`src/rtl/conv_pkg.sv`:
```
`default_nettype none
// ============================================================================
// conv_pkg : shared types and sizing helpers for the 3x3 convolution sequencer
// Revision : 1.0
// ============================================================================
package conv_pkg;

  typedef enum logic [2:0] {
    ST_IDLE  = 3'd0,
    ST_FETCH = 3'd1,
    ST_DRAIN = 3'd2,
    ST_EMIT  = 3'd3,
    ST_DONE  = 3'd4
  } state_t;

  localparam int KERNEL = 3;

  function automatic int tap_count(input int in_ch);
    return KERNEL * KERNEL * in_ch;
  endfunction

  function automatic int addr_w(input int n);
    return ($clog2(n) < 1) ? 1 : $clog2(n);
  endfunction

endpackage
`default_nettype wire

```
`src/rtl/conv3x3_tap_gen.sv`:
```
`default_nettype none
// ============================================================================
// conv3x3_tap_gen : ic/ky/kx tap walker with padding detection and addressing
// Revision        : 1.0
// ============================================================================
module conv3x3_tap_gen
  import conv_pkg::*;
#(
  parameter int IN_CHANNELS  = 1,
  parameter int OUT_CHANNELS = 1,
  parameter int IN_HEIGHT    = 4,
  parameter int IN_WIDTH     = 4,
  parameter int IN_AW        = addr_w(IN_CHANNELS * IN_HEIGHT * IN_WIDTH),
  parameter int W_AW         = addr_w(tap_count(OUT_CHANNELS * IN_CHANNELS)),
  parameter int OCW          = addr_w(OUT_CHANNELS),
  parameter int OYW          = addr_w(IN_HEIGHT),
  parameter int OXW          = addr_w(IN_WIDTH)
) (
  input  logic             clk,
  input  logic             rst,
  input  logic             active,
  input  logic [OCW-1:0]   oc,
  input  logic [OYW-1:0]   oy,
  input  logic [OXW-1:0]   ox,
  output logic             in_rd_en,
  output logic [IN_AW-1:0] in_addr,
  output logic             w_rd_en,
  output logic [W_AW-1:0]  w_addr,
  output logic             pad,
  output logic             last_tap
);

  localparam int ICW = addr_w(IN_CHANNELS);
  localparam logic [1:0] K_LAST = 2'(KERNEL - 1);

  logic [ICW-1:0] ic;
  logic [1:0]     ky;
  logic [1:0]     kx;
  logic           last_ic;
  logic           inb;
  int             iy;
  int             ix;

  assign last_ic = (int'(ic) == IN_CHANNELS - 1);

  // Counters wrap to zero after the last tap, so every FETCH run starts clean.
  always_ff @(posedge clk or negedge rst) begin
    if (!rst) begin
      ic <= '0;
      ky <= '0;
      kx <= '0;
    end else if (active) begin
      if (kx == K_LAST) begin
        kx <= '0;
        if (ky == K_LAST) begin
          ky <= '0;
          ic <= last_ic ? '0 : ic + ICW'(1);
        end else begin
          ky <= ky + 2'd1;
        end
      end else begin
        kx <= kx + 2'd1;
      end
    end
  end

  always_comb begin
    iy       = int'(oy) + int'(ky) - 1;
    ix       = int'(ox) + int'(kx) - 1;
    inb      = (iy >= 0) && (iy < IN_HEIGHT) && (ix >= 0) && (ix < IN_WIDTH);
    pad      = !inb;
    last_tap = last_ic && (ky == K_LAST) && (kx == K_LAST);
    in_rd_en = active && inb;
    w_rd_en  = active;
    in_addr  = '0;
    w_addr   = '0;
    if (in_rd_en)
      in_addr = IN_AW'(int'(ic) * IN_HEIGHT * IN_WIDTH + iy * IN_WIDTH + ix);
    if (active)
      w_addr = W_AW'((int'(oc) * IN_CHANNELS + int'(ic)) * KERNEL * KERNEL
                     + int'(ky) * KERNEL + int'(kx));
  end

endmodule
`default_nettype wire

```
`src/rtl/conv3x3_sched.sv`:
```
`default_nettype none
// ============================================================================
// conv3x3_sched : streaming 3x3 conv sequencer (stride 1, pad 1) with bias MAC
// Option        : CONV3X3_SCHED_RELU_EN clamps negative outputs to zero
// Revision      : 1.0
// ============================================================================
module conv3x3_sched
  import conv_pkg::*;
#(
  parameter int DATA_WIDTH   = 32,
  parameter int IN_CHANNELS  = 1,
  parameter int OUT_CHANNELS = 1,
  parameter int IN_HEIGHT    = 4,
  parameter int IN_WIDTH     = 4,
  localparam int IN_AW  = addr_w(IN_CHANNELS * IN_HEIGHT * IN_WIDTH),
  localparam int W_AW   = addr_w(tap_count(OUT_CHANNELS * IN_CHANNELS)),
  localparam int OUT_AW = addr_w(OUT_CHANNELS * IN_HEIGHT * IN_WIDTH)
) (
  input  logic                           clk,
  input  logic                           rst,
  input  logic                           start,
  output logic                           busy,
  output logic                           done,
  output logic                           in_rd_en,
  output logic [IN_AW-1:0]               in_addr,
  input  logic [DATA_WIDTH-1:0]          in_rdata,
  output logic                           w_rd_en,
  output logic [W_AW-1:0]                w_addr,
  input  logic [DATA_WIDTH-1:0]          w_rdata,
  input  logic [OUT_CHANNELS*DATA_WIDTH-1:0] bias_flat,
  output logic                           out_valid,
  input  logic                           out_ready,
  output logic [DATA_WIDTH-1:0]          out_data,
  output logic [OUT_AW-1:0]              out_addr
);

  localparam int OCW = addr_w(OUT_CHANNELS);
  localparam int OYW = addr_w(IN_HEIGHT);
  localparam int OXW = addr_w(IN_WIDTH);

  state_t                state, state_nx;
  logic [OCW-1:0]        oc, oc_nx;
  logic [OYW-1:0]        oy, oy_nx;
  logic [OXW-1:0]        ox, ox_nx;
  logic                  last_out;
  logic                  accept;
  logic                  last_tap;
  logic                  pad;
  logic                  mac_v;
  logic                  pad_d;
  logic [DATA_WIDTH-1:0] acc;
  logic [DATA_WIDTH-1:0] prod;

  conv3x3_tap_gen #(
    .IN_CHANNELS (IN_CHANNELS),
    .OUT_CHANNELS(OUT_CHANNELS),
    .IN_HEIGHT   (IN_HEIGHT),
    .IN_WIDTH    (IN_WIDTH),
    .IN_AW       (IN_AW),
    .W_AW        (W_AW),
    .OCW         (OCW),
    .OYW         (OYW),
    .OXW         (OXW)
  ) u_tap_gen (
    .clk     (clk),
    .rst     (rst),
    .active  (state == ST_FETCH),
    .oc      (oc),
    .oy      (oy),
    .ox      (ox),
    .in_rd_en(in_rd_en),
    .in_addr (in_addr),
    .w_rd_en (w_rd_en),
    .w_addr  (w_addr),
    .pad     (pad),
    .last_tap(last_tap)
  );

  assign accept   = (state == ST_EMIT) && out_ready;
  assign last_out = (int'(ox) == IN_WIDTH - 1) && (int'(oy) == IN_HEIGHT - 1)
                 && (int'(oc) == OUT_CHANNELS - 1);
  assign prod     = in_rdata * w_rdata;

  always_ff @(posedge clk or negedge rst) begin
    if (!rst) state <= ST_IDLE;
    else      state <= state_nx;
  end

  always_comb begin
    state_nx = state;
    case (state)
      ST_IDLE:  if (start) state_nx = ST_FETCH;
      ST_FETCH: if (last_tap) state_nx = ST_DRAIN;
      ST_DRAIN: state_nx = ST_EMIT;
      ST_EMIT:  if (out_ready) state_nx = last_out ? ST_DONE : ST_FETCH;
      ST_DONE:  state_nx = ST_IDLE;
      default:  state_nx = ST_IDLE;
    endcase
  end

  // Raster advance: ox fastest, then oy, then oc.
  always_comb begin
    ox_nx = ox;
    oy_nx = oy;
    oc_nx = oc;
    if (int'(ox) == IN_WIDTH - 1) begin
      ox_nx = '0;
      if (int'(oy) == IN_HEIGHT - 1) begin
        oy_nx = '0;
        oc_nx = (int'(oc) == OUT_CHANNELS - 1) ? '0 : oc + OCW'(1);
      end else begin
        oy_nx = oy + OYW'(1);
      end
    end else begin
      ox_nx = ox + OXW'(1);
    end
  end

  always_ff @(posedge clk or negedge rst) begin
    if (!rst) begin
      oc <= '0;
      oy <= '0;
      ox <= '0;
    end else if ((state == ST_IDLE) && start) begin
      oc <= '0;
      oy <= '0;
      ox <= '0;
    end else if (accept) begin
      oc <= oc_nx;
      oy <= oy_nx;
      ox <= ox_nx;
    end
  end

  // mac_v/pad_d follow each tap by one cycle to line up with the memory data.
  always_ff @(posedge clk or negedge rst) begin
    if (!rst) begin
      acc   <= '0;
      mac_v <= 1'b0;
      pad_d <= 1'b0;
    end else begin
      mac_v <= (state == ST_FETCH);
      pad_d <= pad;
      if ((state == ST_IDLE) && start)
        acc <= bias_flat[0 +: DATA_WIDTH];
      else if (accept && !last_out)
        acc <= bias_flat[int'(oc_nx) * DATA_WIDTH +: DATA_WIDTH];
      else if (mac_v)
        acc <= acc + (pad_d ? '0 : prod);
    end
  end

  assign busy      = (state != ST_IDLE);
  assign done      = (state == ST_DONE);
  assign out_valid = (state == ST_EMIT);

  always_comb begin
    out_data = '0;
    out_addr = '0;
    if (out_valid) begin
`ifdef CONV3X3_SCHED_RELU_EN
      out_data = acc[DATA_WIDTH-1] ? '0 : acc;
`else
      out_data = acc;
`endif
      out_addr = OUT_AW'(int'(oc) * IN_HEIGHT * IN_WIDTH + int'(oy) * IN_WIDTH + int'(ox));
    end
  end

endmodule
`default_nettype wire

```
`config.mk`:
```
export PLATFORM = sky130hd
export DESIGN_NAME = conv3x3_sched
export DESIGN_NICKNAME = d
export VERILOG_FILES = /design/src/rtl/conv_pkg.sv /design/src/rtl/conv3x3_tap_gen.sv /design/src/rtl/conv3x3_sched.sv
export SDC_FILE = /design/constraint.sdc
export NUM_CORES = 1
export LEC_CHECK = 0
export ABC_AREA = 1
export CORE_MARGIN = 5
export CORE_UTILIZATION = 55
export CTS_CLUSTER_DIAMETER = 200
export CTS_CLUSTER_SIZE = 16
export DETAILED_ROUTE_END_ITERATION = 12
export PLACE_DENSITY = 0.8
export SKIP_LAST_GASP = 1
export SYNTH_ARGS = -nofsm -noshare
export SYNTH_HDL_FRONTEND = slang
export SYNTH_SLANG_ARGS = --single-unit
```
`constraint.sdc`:
```
create_clock -name clk -period 7.3 [get_ports clk]
set_clock_uncertainty 0.2 [all_clocks]
set_input_delay 1.46 -clock clk [delete_from_list [all_inputs] [get_ports clk]]
set_output_delay 1.46 -clock clk [all_outputs]
set_load 0.01 [all_outputs]
```
==> summary.md <==
| Metric | Value |
|---|---|
| Status | `complete, but fails checks` |
| Failing checks | `setup timing` |
| Yosys warning count | `0` |
| CP max stage delay | `0.65 ns` |
| Chip width | `207 um` |
| Yosys cell types | `51` |
| Overall global routing resource usage | `0.354` |
| DR WL met3 | `8510 um` |
| WL met2 | `37600 um` |
| CTS tree | `done` |
| Final period util | `1.28` |
| CP most frequent cell | `fa_1` |
| Syn_nets | `3654` |
| Synth area leader | `fa_1` |
| RSZ-0062 raised after global routing | `yes` |
| Max-cap violations | `0` |
| Share of the synthesized area in the top cell type | `0.386` |
| IO Port Bufs | `148` |
| Reg2reg start | `pad_d` |
| Wl on met1 | `26000 um` |
| Seq/Total Area, Yosys | `0.0537` |
| DRC violations left | `0` |
| Worst setup path startpoint | `in_rdata[17]` |
| Highest metal used | `met5` |
| Crit path arrival time | `9.38 ns` |
| Crit path kind | `in -> reg` |
| GP Congestion | `1.02` |
| Drt first-iter violations | `1924` |
| CP max FO | `6` |
| Hold Crit Class | `reg -> reg` |
| Die height | `207 um` |
| Initial antenna violation count | `3` |
| Synth area leaders | `fa_1, inv_1, nand2_1` |
| Full die area | `43000 um2` |
| Max frequency | `107 MHz` |
| Latest clock arrival within the worst-skew pair | `0.31 ns` |
| Core Region | `38600 um2` |
| CTS Buf Count | `5` |
| Post-synthesis async set-or-reset flop share | `1.00` |
| Multi-input logic area | `18000 um2` |
| H-tree levels | `2` |
| First-pass GRT wire length | `122000 um` |
| Yosys reg bits | `46` |
| Rows | `72` |
| Mapped Area | `21400 um2` |
| Final setup margin | `-2.04 ns` |
| Initial cell density of the core | `0.555` |
| Via Count | `22.1k` |
| Worst path bufs/invs | `8` |
| Top delay family on crit path | `adder cells` |
| Nets | `4178` |
| Max Transition Viols Final | `0` |
| ANT cells | `0` |
| Rel. slew slack | `0.336` |
| Syn avg cell area | `7.22 um2` |
| Reg2reg setup slack | `3.36 ns` |
| Fillers | `2562` |
| CTS root buf | `clkbuf_16` |
| Clock buffer depth | `2` |
| Hold_buf cts | `0` |
| Worst hold path startpoint | `acc[3]` |
| Mapped Cells | `2967` |
| Endpoints failing setup | `23` |
| Required time of the worst setup path | `7.34 ns` |
| Post-synth top flop | `dfrtp_1` |
| Area Overhead vs Synth | `37.1%` |
| Total wire length | `80400 um` |
| Clock period minus final worst setup slack | `9.34 ns` |
| Slowest-stage cell, CP | `fa_1` |
| Vias in the first global route | `23.8k` |
| I/O pins | `149` |
| Seq. cell area | `1150 um2` |
| Layout cells sized above 1 | `0.256` |
| Least-Margin Pin Slew | `0.995 ns` |
| Detail Route Antenna Nets | `0` |
| Post-synth EDFFs | `0` |
| Clk pin slew, worst setup/hold paths | `0.07 ns` |
| Hold_ws | `0.339 ns` |
| DR pass1 iterations | `8` |
| Avg WL per Cell | `20.1 um` |
| Dpl hpwl | `54500 um` |
| Hold Fails Final Rpt | `0` |
| Clock Sinks | `46` |
| Setup crit start kind | `input port` |
| Vias/cell | `5.51` |
| Placed instance area | `26500 um2` |
| CP endpoint kind | `flop` |
| Pin count of the biggest net entering global routing | `54` |
| Final instance area | `29400 um2` |
| Grt ovf | `0` |
cells in the final DEF, fill, tap and decap left out, types with 41 or more instances in the layout:
master	netlist	routed
nand3_1	59	52
nand2_1	778	723
inv_2	8	86
nor2_1	144	131
dfrtp_1	46	46
clkdlybuf4s50_1	0	103
a21oi_1	86	41
buf_4	10	382
buf_12	0	43
ha_1	174	124
fa_1	413	375
nand2_2	9	49
ha_4	0	45
inv_1	889	810
buf_6	3	50
worst paths after layout:
| kind | end | cells past startpoint |
|---|---|---|
| setup / recovery | acc[31] | 36 |
| hold / removal | acc[3] | 2 |
| setup reg to reg | acc[28] | 19 |
| hold reg to reg | acc[3] | 2 |
| max in group asynchronous | acc[18] | 2 |
| min in group asynchronous | state[1] | 2 |
layout make-up:
cell class,instances,share of cell area
multi-input cells,1904,0.611
repair buffers,637,0.208
inverters,897,0.115
flip-flops and latches,46,0.0392
well taps,518,0.0221
clock buffers,5,0.00426
clock inverters,3,0.000979
kinds of logic after synthesis:
group,Yosys count,share of synthesized area
XOR/XNOR,42,0.0184
flip-flops,46,0.0537
buffers and inverters,1017,0.182
AND/OR/NAND/NOR,1034,0.191
adder cells (fa/ha/maj),587,0.487
AO/OA/AOI/OAI,241,0.0671
timing repair:
item | in CTS | in global routing
gates cloned | 11 | 1
gates resized for setup | 367 | 164
endpoints found under the setup margin | 24 | 24
pin swaps | 173 | 135
setup buffers | 107 | 20
metrics by stage:
step | instances | setup TNS (ns) | worst slack (ns) | utilization
after floorplan | 2967 | -20.87 | -1.56 | -
after global routing | 4010 | -39.63 | -2.36 | 0.760
after global placement | 3866 | -48.22 | -2.54 | 0.686
after detailed placement | 3866 | -50.07 | -2.65 | 0.686
after CTS | 3990 | -31.71 | -1.83 | 0.742
final | 4010 | -34.89 | -2.04 | 0.760
cell usage after synthesis (3+ instances only):
library cell and n:
o21ai_2 4, nand2_2 9, o21ai_1 4, xor2_1 21, o21bai_1 5, inv_2 8
a21boi_0 11, xnor2_1 19, buf_6 3, buf_2 20, nor4_1 6, nand3_1 59
a221oi_1 4, nand2_1 778, ha_1 174, a21o_1 4, a22oi_1 4, o221ai_1 3
nand4_1 11, inv_1 889, a21oi_1 86, nand3b_1 8, nand3_2 3, buf_1 11
fa_1 413, o21a_1 4, buf_4 10, o211ai_1 4, nor2_1 144, o21ai_0 62
a31oi_1 26, a21oi_2 5, nor3_1 9, dfrtp_1 46, or2_2 5, clkbuf_1 76
flip-flops by register name (all words and copies together) (netlist names):
register / cells
acc: 32
mac_v: 1
oc: 1
ox: 2
oy: 2
pad_d: 1
state: 3
u_tap_gen.kx: 2
u_tap_gen.ky: 2
worst min-delay path, stage by stage (launching register included):
cell and delay [ns]:
dfrtp_1 0.38, o21ai_1 0.08, inv_1 0.04
routing by layer:
metal  track usage  up-vias
li1              -     9580
met3        0.0866      627
met1         0.390    10340
met2         0.599     1560
met4         0.251        6
met5             0        -
Power is not shown: default switching activity piles up to over one toggle a cycle in this logic, so the estimate is an artifact.
